==> config.mk <==
export PLATFORM = sky130hd
export DESIGN_NAME = chip_result_ctrl_flat
export DESIGN_NICKNAME = d
export VERILOG_FILES = /design/src/rtl/chip_result_ctrl_if.sv /design/src/rtl/chip_result_ctrl.sv /design/src/flat_wrapper.sv
export SDC_FILE = /design/constraint.sdc
export NUM_CORES = 1
export LEC_CHECK = 0
export CELL_PAD_IN_SITES_DETAIL_PLACEMENT = 2
export CELL_PAD_IN_SITES_GLOBAL_PLACEMENT = 2
export CORE_MARGIN = 1.5
export CORE_UTILIZATION = 31
export DETAILED_ROUTE_END_ITERATION = 16
export PLACE_DENSITY_LB_ADDON = 0.12
export SYNTH_ARGS = -nofsm -noshare
export SYNTH_HDL_FRONTEND = slang
export SYNTH_SLANG_ARGS = --single-unit
==> constraint.sdc <==
create_clock -name Clk -period 4.7 [get_ports Clk]
set_input_delay 1.175 -clock Clk [delete_from_list [all_inputs] [get_ports Clk]]
set_output_delay 1.175 -clock Clk [all_outputs]
set_load 0.01 [all_outputs]
==> src/rtl/chip_result_ctrl_if.sv <==
// Bundle of strobes and status lines between the result controller and the
// per-chip tester blocks; the controller is the master.
interface chip_result_ctrl_if #(
    parameter int NUM_CHIPS = 4
);
    logic [NUM_CHIPS-1:0] Run_vec;
    logic [NUM_CHIPS-1:0] Done_vec;
    logic [NUM_CHIPS-1:0] RSLT_vec;
    logic                 DISP_RSLT;

    modport master (
        output Run_vec,
        output DISP_RSLT,
        input  Done_vec,
        input  RSLT_vec
    );

    modport slave (
        input  Run_vec,
        input  DISP_RSLT,
        output Done_vec,
        output RSLT_vec
    );
endinterface

==> src/rtl/chip_result_ctrl.sv <==
// Launches one chip tester, waits for its settled result (or a timeout),
// acknowledges it and holds pass/fail/timeout plus saturating tallies.
module chip_result_ctrl #(
    parameter int NUM_CHIPS      = 4,
    parameter int SEL_W          = 2,
    parameter int TIMEOUT_CYCLES = 1024,
    parameter int TO_W           = 11
) (
    input  logic                  Clk,
    input  logic                  Reset,
    input  logic                  Start,
    input  logic [SEL_W-1:0]      ChipSel,
    chip_result_ctrl_if.master    tester,
    output logic                  Busy,
    output logic                  Result_valid,
    output logic                  Pass,
    output logic                  Fail,
    output logic                  Timeout,
    output logic [SEL_W-1:0]      Shown_chip,
    output logic [7:0]            Pass_count,
    output logic [7:0]            Fail_count
);

    typedef enum logic [2:0] {
        S_IDLE,
        S_LAUNCH,
        S_WAIT,
        S_ACK,
        S_SHOW
    } state_e;

    localparam int NSEL = 2 ** SEL_W;
    // Selects at or above NUM_CHIPS have no tester behind them.
    localparam logic [NSEL-1:0]      VALID_SEL = NSEL'((64'd1 << NUM_CHIPS) - 64'd1);
    localparam logic [NUM_CHIPS-1:0] RUN_ONE   = NUM_CHIPS'(1);
    localparam logic [TO_W-1:0]      TO_LAST   = TO_W'(TIMEOUT_CYCLES - 1);

    state_e            state_q, state_d;
    logic              start_prev_q;
    logic              done_seen_q, done_seen_d;
    logic [TO_W-1:0]   to_cnt_q, to_cnt_d;
    logic              pass_q, pass_d;
    logic              fail_q, fail_d;
    logic              timeout_q, timeout_d;
    logic              valid_q, valid_d;
    logic [SEL_W-1:0]  shown_q, shown_d;
    logic [7:0]        pass_cnt_q, pass_cnt_d;
    logic [7:0]        fail_cnt_q, fail_cnt_d;

    logic                 start_rise;
    logic                 done_sel;
    logic                 rslt_sel;
    logic [NUM_CHIPS-1:0] run_vec;
    logic                 disp_rslt;
    logic                 busy;

    assign start_rise = Start & ~start_prev_q;
    assign done_sel   = tester.Done_vec[shown_q];
    assign rslt_sel   = tester.RSLT_vec[shown_q];

    // NOTE: every signal written here gets its default first, so no path can leave one unassigned and infer a latch.
    always_comb begin
        state_d     = state_q;
        done_seen_d = done_seen_q;
        to_cnt_d    = to_cnt_q;
        pass_d      = pass_q;
        fail_d      = fail_q;
        timeout_d   = timeout_q;
        valid_d     = valid_q;
        shown_d     = shown_q;
        pass_cnt_d  = pass_cnt_q;
        fail_cnt_d  = fail_cnt_q;
        run_vec     = '0;
        disp_rslt   = 1'b0;
        busy        = 1'b0;

        unique case (state_q)
            S_IDLE, S_SHOW: begin
                if (start_rise && VALID_SEL[ChipSel]) begin
                    shown_d   = ChipSel;
                    pass_d    = 1'b0;
                    fail_d    = 1'b0;
                    timeout_d = 1'b0;
                    valid_d   = 1'b0;
                    state_d   = S_LAUNCH;
                end
            end
            S_LAUNCH: begin
                busy        = 1'b1;
                run_vec     = RUN_ONE << shown_q;
                to_cnt_d    = '0;
                done_seen_d = 1'b0;
                state_d     = S_WAIT;
            end
            S_WAIT: begin
                busy        = 1'b1;
                done_seen_d = done_sel;
                // Done rises one cycle before RSLT settles; capture on its second high cycle.
                if (done_sel && done_seen_q) begin
                    pass_d  = rslt_sel;
                    fail_d  = ~rslt_sel;
                    state_d = S_ACK;
                end else if (to_cnt_q == TO_LAST) begin
                    timeout_d = 1'b1;
                    fail_d    = 1'b1;
                    pass_d    = 1'b0;
                    state_d   = S_ACK;
                end else begin
                    to_cnt_d = to_cnt_q + 1'b1;
                end
            end
            S_ACK: begin
                busy       = 1'b1;
                disp_rslt  = 1'b1;
                pass_cnt_d = (pass_cnt_q != 8'hFF) ? pass_cnt_q + 8'(pass_q) : pass_cnt_q;
                fail_cnt_d = (fail_cnt_q != 8'hFF) ? fail_cnt_q + 8'(fail_q) : fail_cnt_q;
                valid_d    = 1'b1;
                state_d    = S_SHOW;
            end
            default: state_d = S_IDLE;
        endcase
    end

    // NOTE: state registers use non-blocking assignments so every flop samples pre-edge values.
    always_ff @(posedge Clk) begin
        if (Reset) begin
            state_q      <= S_IDLE;
            start_prev_q <= 1'b0;
            done_seen_q  <= 1'b0;
            to_cnt_q     <= '0;
            pass_q       <= 1'b0;
            fail_q       <= 1'b0;
            timeout_q    <= 1'b0;
            valid_q      <= 1'b0;
            shown_q      <= '0;
            pass_cnt_q   <= '0;
            fail_cnt_q   <= '0;
        end else begin
            state_q      <= state_d;
            start_prev_q <= Start;
            done_seen_q  <= done_seen_d;
            to_cnt_q     <= to_cnt_d;
            pass_q       <= pass_d;
            fail_q       <= fail_d;
            timeout_q    <= timeout_d;
            valid_q      <= valid_d;
            shown_q      <= shown_d;
            pass_cnt_q   <= pass_cnt_d;
            fail_cnt_q   <= fail_cnt_d;
        end
    end

    assign tester.Run_vec   = run_vec;
    assign tester.DISP_RSLT = disp_rslt;
    assign Busy             = busy;
    assign Result_valid     = valid_q;
    assign Pass             = pass_q;
    assign Fail             = fail_q;
    assign Timeout          = timeout_q;
    assign Shown_chip       = shown_q;
    assign Pass_count       = pass_cnt_q;
    assign Fail_count       = fail_cnt_q;

endmodule

==> src/flat_wrapper.sv <==
// flat-port wrapper written by rule: the top's interface ports become plain ports
module chip_result_ctrl_flat 
#(
    parameter int NUM_CHIPS      = 4,
    parameter int SEL_W          = 2,
    parameter int TIMEOUT_CYCLES = 1024,
    parameter int TO_W           = 11
)
  (Clk, Reset, Start, ChipSel, Busy, Result_valid, Pass, Fail, Timeout, Shown_chip, Pass_count, Fail_count, tester_Run_vec, tester_DISP_RSLT, tester_Done_vec, tester_RSLT_vec);
  chip_result_ctrl_if #(.NUM_CHIPS(NUM_CHIPS)) tester_i ();
  input  logic Clk;
  input  logic Reset;
  input  logic Start;
  input  logic [SEL_W-1:0] ChipSel;
  output logic Busy;
  output logic Result_valid;
  output logic Pass;
  output logic Fail;
  output logic Timeout;
  output logic [SEL_W-1:0] Shown_chip;
  output logic [7:0] Pass_count;
  output logic [7:0] Fail_count;
  output wire logic [$bits(tester_i.Run_vec)-1:0] tester_Run_vec;
  output wire logic [$bits(tester_i.DISP_RSLT)-1:0] tester_DISP_RSLT;
  input wire logic [$bits(tester_i.Done_vec)-1:0] tester_Done_vec;
  input wire logic [$bits(tester_i.RSLT_vec)-1:0] tester_RSLT_vec;
  assign tester_Run_vec = tester_i.Run_vec;
  assign tester_DISP_RSLT = tester_i.DISP_RSLT;
  assign tester_i.Done_vec = tester_Done_vec;
  assign tester_i.RSLT_vec = tester_RSLT_vec;
  chip_result_ctrl #(.NUM_CHIPS(NUM_CHIPS), .SEL_W(SEL_W), .TIMEOUT_CYCLES(TIMEOUT_CYCLES), .TO_W(TO_W)) u_core (.Clk(Clk), .Reset(Reset), .Start(Start), .ChipSel(ChipSel), .tester(tester_i), .Busy(Busy), .Result_valid(Result_valid), .Pass(Pass), .Fail(Fail), .Timeout(Timeout), .Shown_chip(Shown_chip), .Pass_count(Pass_count), .Fail_count(Fail_count));
endmodule
* After elaboration in Yosys (flattened, before gate mapping)
Cells that the tools add are included.
** Storage, ports and cells
- Register bits :: 38
- Output and inout port bits :: 28
- Bits of input ports :: 13
** Operators by class
- $add $sub $neg :: 3
- Equal/unequal tests :: 12
- Magnitude comparators :: 2
- Shift operators :: 1
- Muxes and demuxes :: 27
- Reduce and logical (&&, ||, !) cells :: 16
- Bitwise logic cells :: 3
** Operators with widths (count)
- 11-bit 2-to-1 mux :: 2
- 11-bit one-hot mux with 2 select lines :: 1
- 8-bit by 1-bit adder with 8-bit output :: 2
- 8-bit != test, second input constant :: 2
- 3-bit one-hot mux with 4 select lines :: 1
- 11-bit by 1-bit adder with 11-bit output, second input constant :: 1
- 11-bit by 10-bit == test with 1-bit output, second input constant :: 1
- 1-bit 2-to-1 mux :: 11
- 1-bit one-hot mux with 2 select lines :: 5
- 2-bit AND reduction :: 5
- 3-bit 2-to-1 mux :: 3
- 1-bit binary-select mux with 2-bit select :: 3
- 3-bit by 2-bit == test with 1-bit output, second input constant :: 2
- 2-bit by 3-bit < comparator with 1-bit output, second input constant :: 2
- 3-bit AND reduction :: 2
- 2-bit nonzero test :: 3
- 4-bit 2-to-1 mux :: 1
- 2-bit by 1-bit != test with 1-bit output, second input constant :: 2
- 2-bit != test, second input constant :: 2
- 4-bit AND reduction :: 1
- 1-bit by 2-bit << shifter with 4-bit output, first input constant :: 1
- 3-bit by 1-bit == test with 1-bit output, second input constant :: 1
- 3-bit == test, second input constant :: 1
- 3-bit zero test :: 1
- 6 further kinds :: 8

* Depth between registers and ports, before layout
- Depth in word-level cells :: 5
- Depth in mapped cells :: 6
- Mapped depth without buffers :: 6

* Worst setup path after synthesis
OpenSTA, ideal clock, no wires.
- Kind :: register to output
- Start point :: register u_core.state_q[0]
- End point :: output tester_Run_vec[0]
- Path buffers :: 0
- Stages on the path, launching flop included :: 3
- Path slack :: 2.085 ns
- Data arrival time :: 1.440 ns
- Data required time :: 3.525 ns
- Path through :: dfxtp_1 > nor3b_1 > nor3b_1
** Between the ends
- Cells in the longest elaborated chain, start to end :: 2
** RTL lines
- start: declaration :: line chip_result_ctrl.sv:38 : state_e state_q, state_d;
- start signal: assignment :: line chip_result_ctrl.sv:139 : state_q <= state_d;
- 3-bit by 1-bit == test with 1-bit output :: line chip_result_ctrl.sv:77 : unique case (state_q)
- 4-bit 2-to-1 mux :: line chip_result_ctrl.sv:77
- end: declaration :: line flat_wrapper.sv:23 : output wire logic [$bits(tester_i.Run_vec)-1:0] tester_Run_vec;
No other way between the ends.

* Worst setup path in the final report
Same ends and word-level chain as after synthesis.

==> summary.md <==
| Metric | Value |
|---|---|
| Syn Inst Count | 220 |
| Fmax | 0.324 GHz |
| RSZ-0062 raised after global routing | no |
| Mapped cell area | 0.00187 mm² |
| Die width | 80.7 µm |
| Fillers | 680 |
| Sequential area share after synthesis | 0.406 |
| Setup CP Type | register to output pin |
| Total track usage | 0.174 |
| GR Overflow Total | 0 |
| Max Cap Viol | 0 |
| Final setup viols | 0 |
| Synthesized flop and latch total | 38 |
| Diodes inserted | 0 |
| Leakage power | 0.853 nW |
| Main synth FF type | dfxtp_1 |
| CP arrival | 1.91 ns |
| Port Buffer Count | 40 |
| IO Pins | 41 |
| Sum Neg Setup Slack | 0 ns |
| Root buffer cell | clkbuf_8 |
| CP endpoint kind | output pin |
| Clk slew on worst S/H paths | 0.08 ns |
| CTS tree | built |
| Routed WL | 5290 µm |
| Initial core utilization | 0.318 |
| DP HPWL | 3850 µm |
| Outcome | finished clean |
| Post-DRT Antenna Nets | 0 |
| YS warnings | 0 |
| Core Area | 0.00589 mm² |
| Multi-input logic area | 0.00106 mm² |
| FF/Latch Area | 761 µm² |
| Gpl congestion | 0.720 |
| Slew @ Worst Pin | 0.790 ns |
| Vias in the first global route | 1804 |
| Largest net degree at the start of global routing | 35 |
| Clock period minus worst slack | 3.08 ns |
| Hold crit path type | register to register |
| Cell variety after synth | 49 |
| Syn Area/Cell | 8.51 µm² |
| Period utilisation layout | 0.656 |
| Post-synth EDFFs | 0 |
| Placed Instances | 328 |
| Die H | 80.7 µm |
| Worst-path fanout max | 7 |
| DR vias | 1758 |
| 1st-pass router iterations | 3 |
| Initial antenna violation count | 0 |
| Row count | 28 |
| First-pass GRT wire length | 8700 µm |
| Final Hold Fails | 0 |
| Total Die Area | 0.00652 mm² |
| Area grow syn2layout | 29.7% |
| Cts hold-fix bufs | 0 |
| Layout Skew | 0.00387 ns |
| DR iter-0 viols | 40 |
| Maximum vdd drop | 0.000153 V |
| CTS Buf Count | 5 |
| # resized after CTS | 0 |
| Synth async-reset ratio | 0 |
| Net Count, Synth | 238 |
| Post-route DRC | 0 |
| Max_slew headroom | 0.469 |
| Wirelength per Cell | 15.7 µm |
| Worst skew pair latency | 0.29 ns |
| PD cells | 257 mW/mm² |
| Layout cell share with drive strength beyond 1 | 0.0881 |
| Worst EP required | 3.52 ns |
| Fin nets | 278 |
| CP Launch Type | register |
| Slew Viols, Final | 0 |
| Htree depth | 2 |
| Vias/cell | 5.23 |
| Post-CTS setup repair buffer count | 0 |
| Clk buf depth | 2 |
| Layout Cells excl Fill | 336 |
| Clk sinks | 38 |
## report_power, final
part	total, W	switching [W]	internal, W
Combinational	0.0000587	0.0000297	0.0000290
Sequential	0.000333	0.00000689	0.000326
Clock	0.000234	0.000116	0.000118
Total	0.000625	0.000152	0.000473
## worst max-delay path, stage by stage (launching register included)
cell and delay (ns):
dfxtp_1 0.45, nor3b_1 0.21, buf_4 0.20, nor3b_1 0.20
clkdlybuf4s50_1 0.57
## placed cells by master, fill, tap and decap left out, drive strengths merged, types with 6 or more instances in the layout
master	instances
clkdlybuf4s50	40
dfxtp	38
nor2	27
nand2	25
a21oi	17
o21ai	16
or3	9
clkbuf	7
nand4	6
nand3	6
mux2i	6
## Yosys cell counts, drive strengths merged (5+ instances only)
cell type,instances,area (µm²)
nand2,25,93.8
clkbuf,6,22.5
ha,5,62.6
dfxtp,38,761
nand3,6,35.0
o21ai,16,80.1
nand2b,5,33.8
nor2,27,101
mux2i,6,63.8
and3,5,32.5
o31ai,5,37.5
nand4,6,37.5
a21oi,17,88.8
or3,9,57.6
## routing by layer
layer	track usage	wire length, µm
met1	0.214	2450
met2	0.302	2630
met3	0.0303	137
met4	0.0638	74
met5	0	0
## worst paths after layout
path         slack [ns]             endpoint                start  cells past startpoint
max                1.62    tester_Run_vec[0]    u_core.state_q[0]                      4
min                0.48  u_core.to_cnt_q[10]  u_core.to_cnt_q[10]                      1
max reg2reg        2.45          u_core.Pass   u_core.to_cnt_q[0]                      6
min reg2reg        0.48  u_core.to_cnt_q[10]  u_core.to_cnt_q[10]                      1
## metrics by stage
stage          utilization  hold slack (ns)  power (W)  setup WS [ns]  area (µm²)
6_report             0.413            0.475   0.000625           1.62        2430
5_1_grt              0.413            0.496   0.000655           1.49        2430
4_1_cts              0.413            0.478   0.000635           1.59        2430
3_5_place_dp         0.397            0.466   0.000399           1.74        2340
3_3_place_gp         0.397            0.463   0.000398           1.82        2340
2_1_floorplan            -            0.451   0.000373           2.09        1870
## kinds of logic (layout without fill, tap and decap cells)
logic type | count (synthesis) | after routing | share of synthesized area
AO/OA/AOI/OAI | 53 | 53 | 0.178
AND/OR/NAND/NOR | 100 | 100 | 0.281
buffers and inverters | 11 | 52 | 0.0274
multiplexers | 7 | 7 | 0.0461
adder cells (fa/ha/maj) | 5 | 5 | 0.0334
flip-flops | 38 | 38 | 0.406
XOR/XNOR | 6 | 6 | 0.0281
## sequential cells by signal (all words and copies together), names as in the netlist
| signal | cells |
|---|---|
| u_core.Fail_count | 8 |
| u_core.done_seen_q | 1 |
| u_core.Pass_count | 8 |
| u_core.Pass | 1 |
| u_core.Fail | 1 |
| u_core.Timeout | 1 |
| u_core.start_prev_q | 1 |
| u_core.to_cnt_q | 11 |
| u_core.Result_valid | 1 |
| u_core.Shown_chip | 2 |
| u_core.state_q | 3 |
## cell type report
cell class | instances | area share
inverters | 2 | 0.00309
multi-input cells | 171 | 0.437
flip-flops and latches | 38 | 0.313
clock inverters | 1 | 0.00206
well taps | 75 | 0.0386
repair buffers | 42 | 0.171
clock buffers | 7 | 0.0355
(Power assumes the default switching activity.)
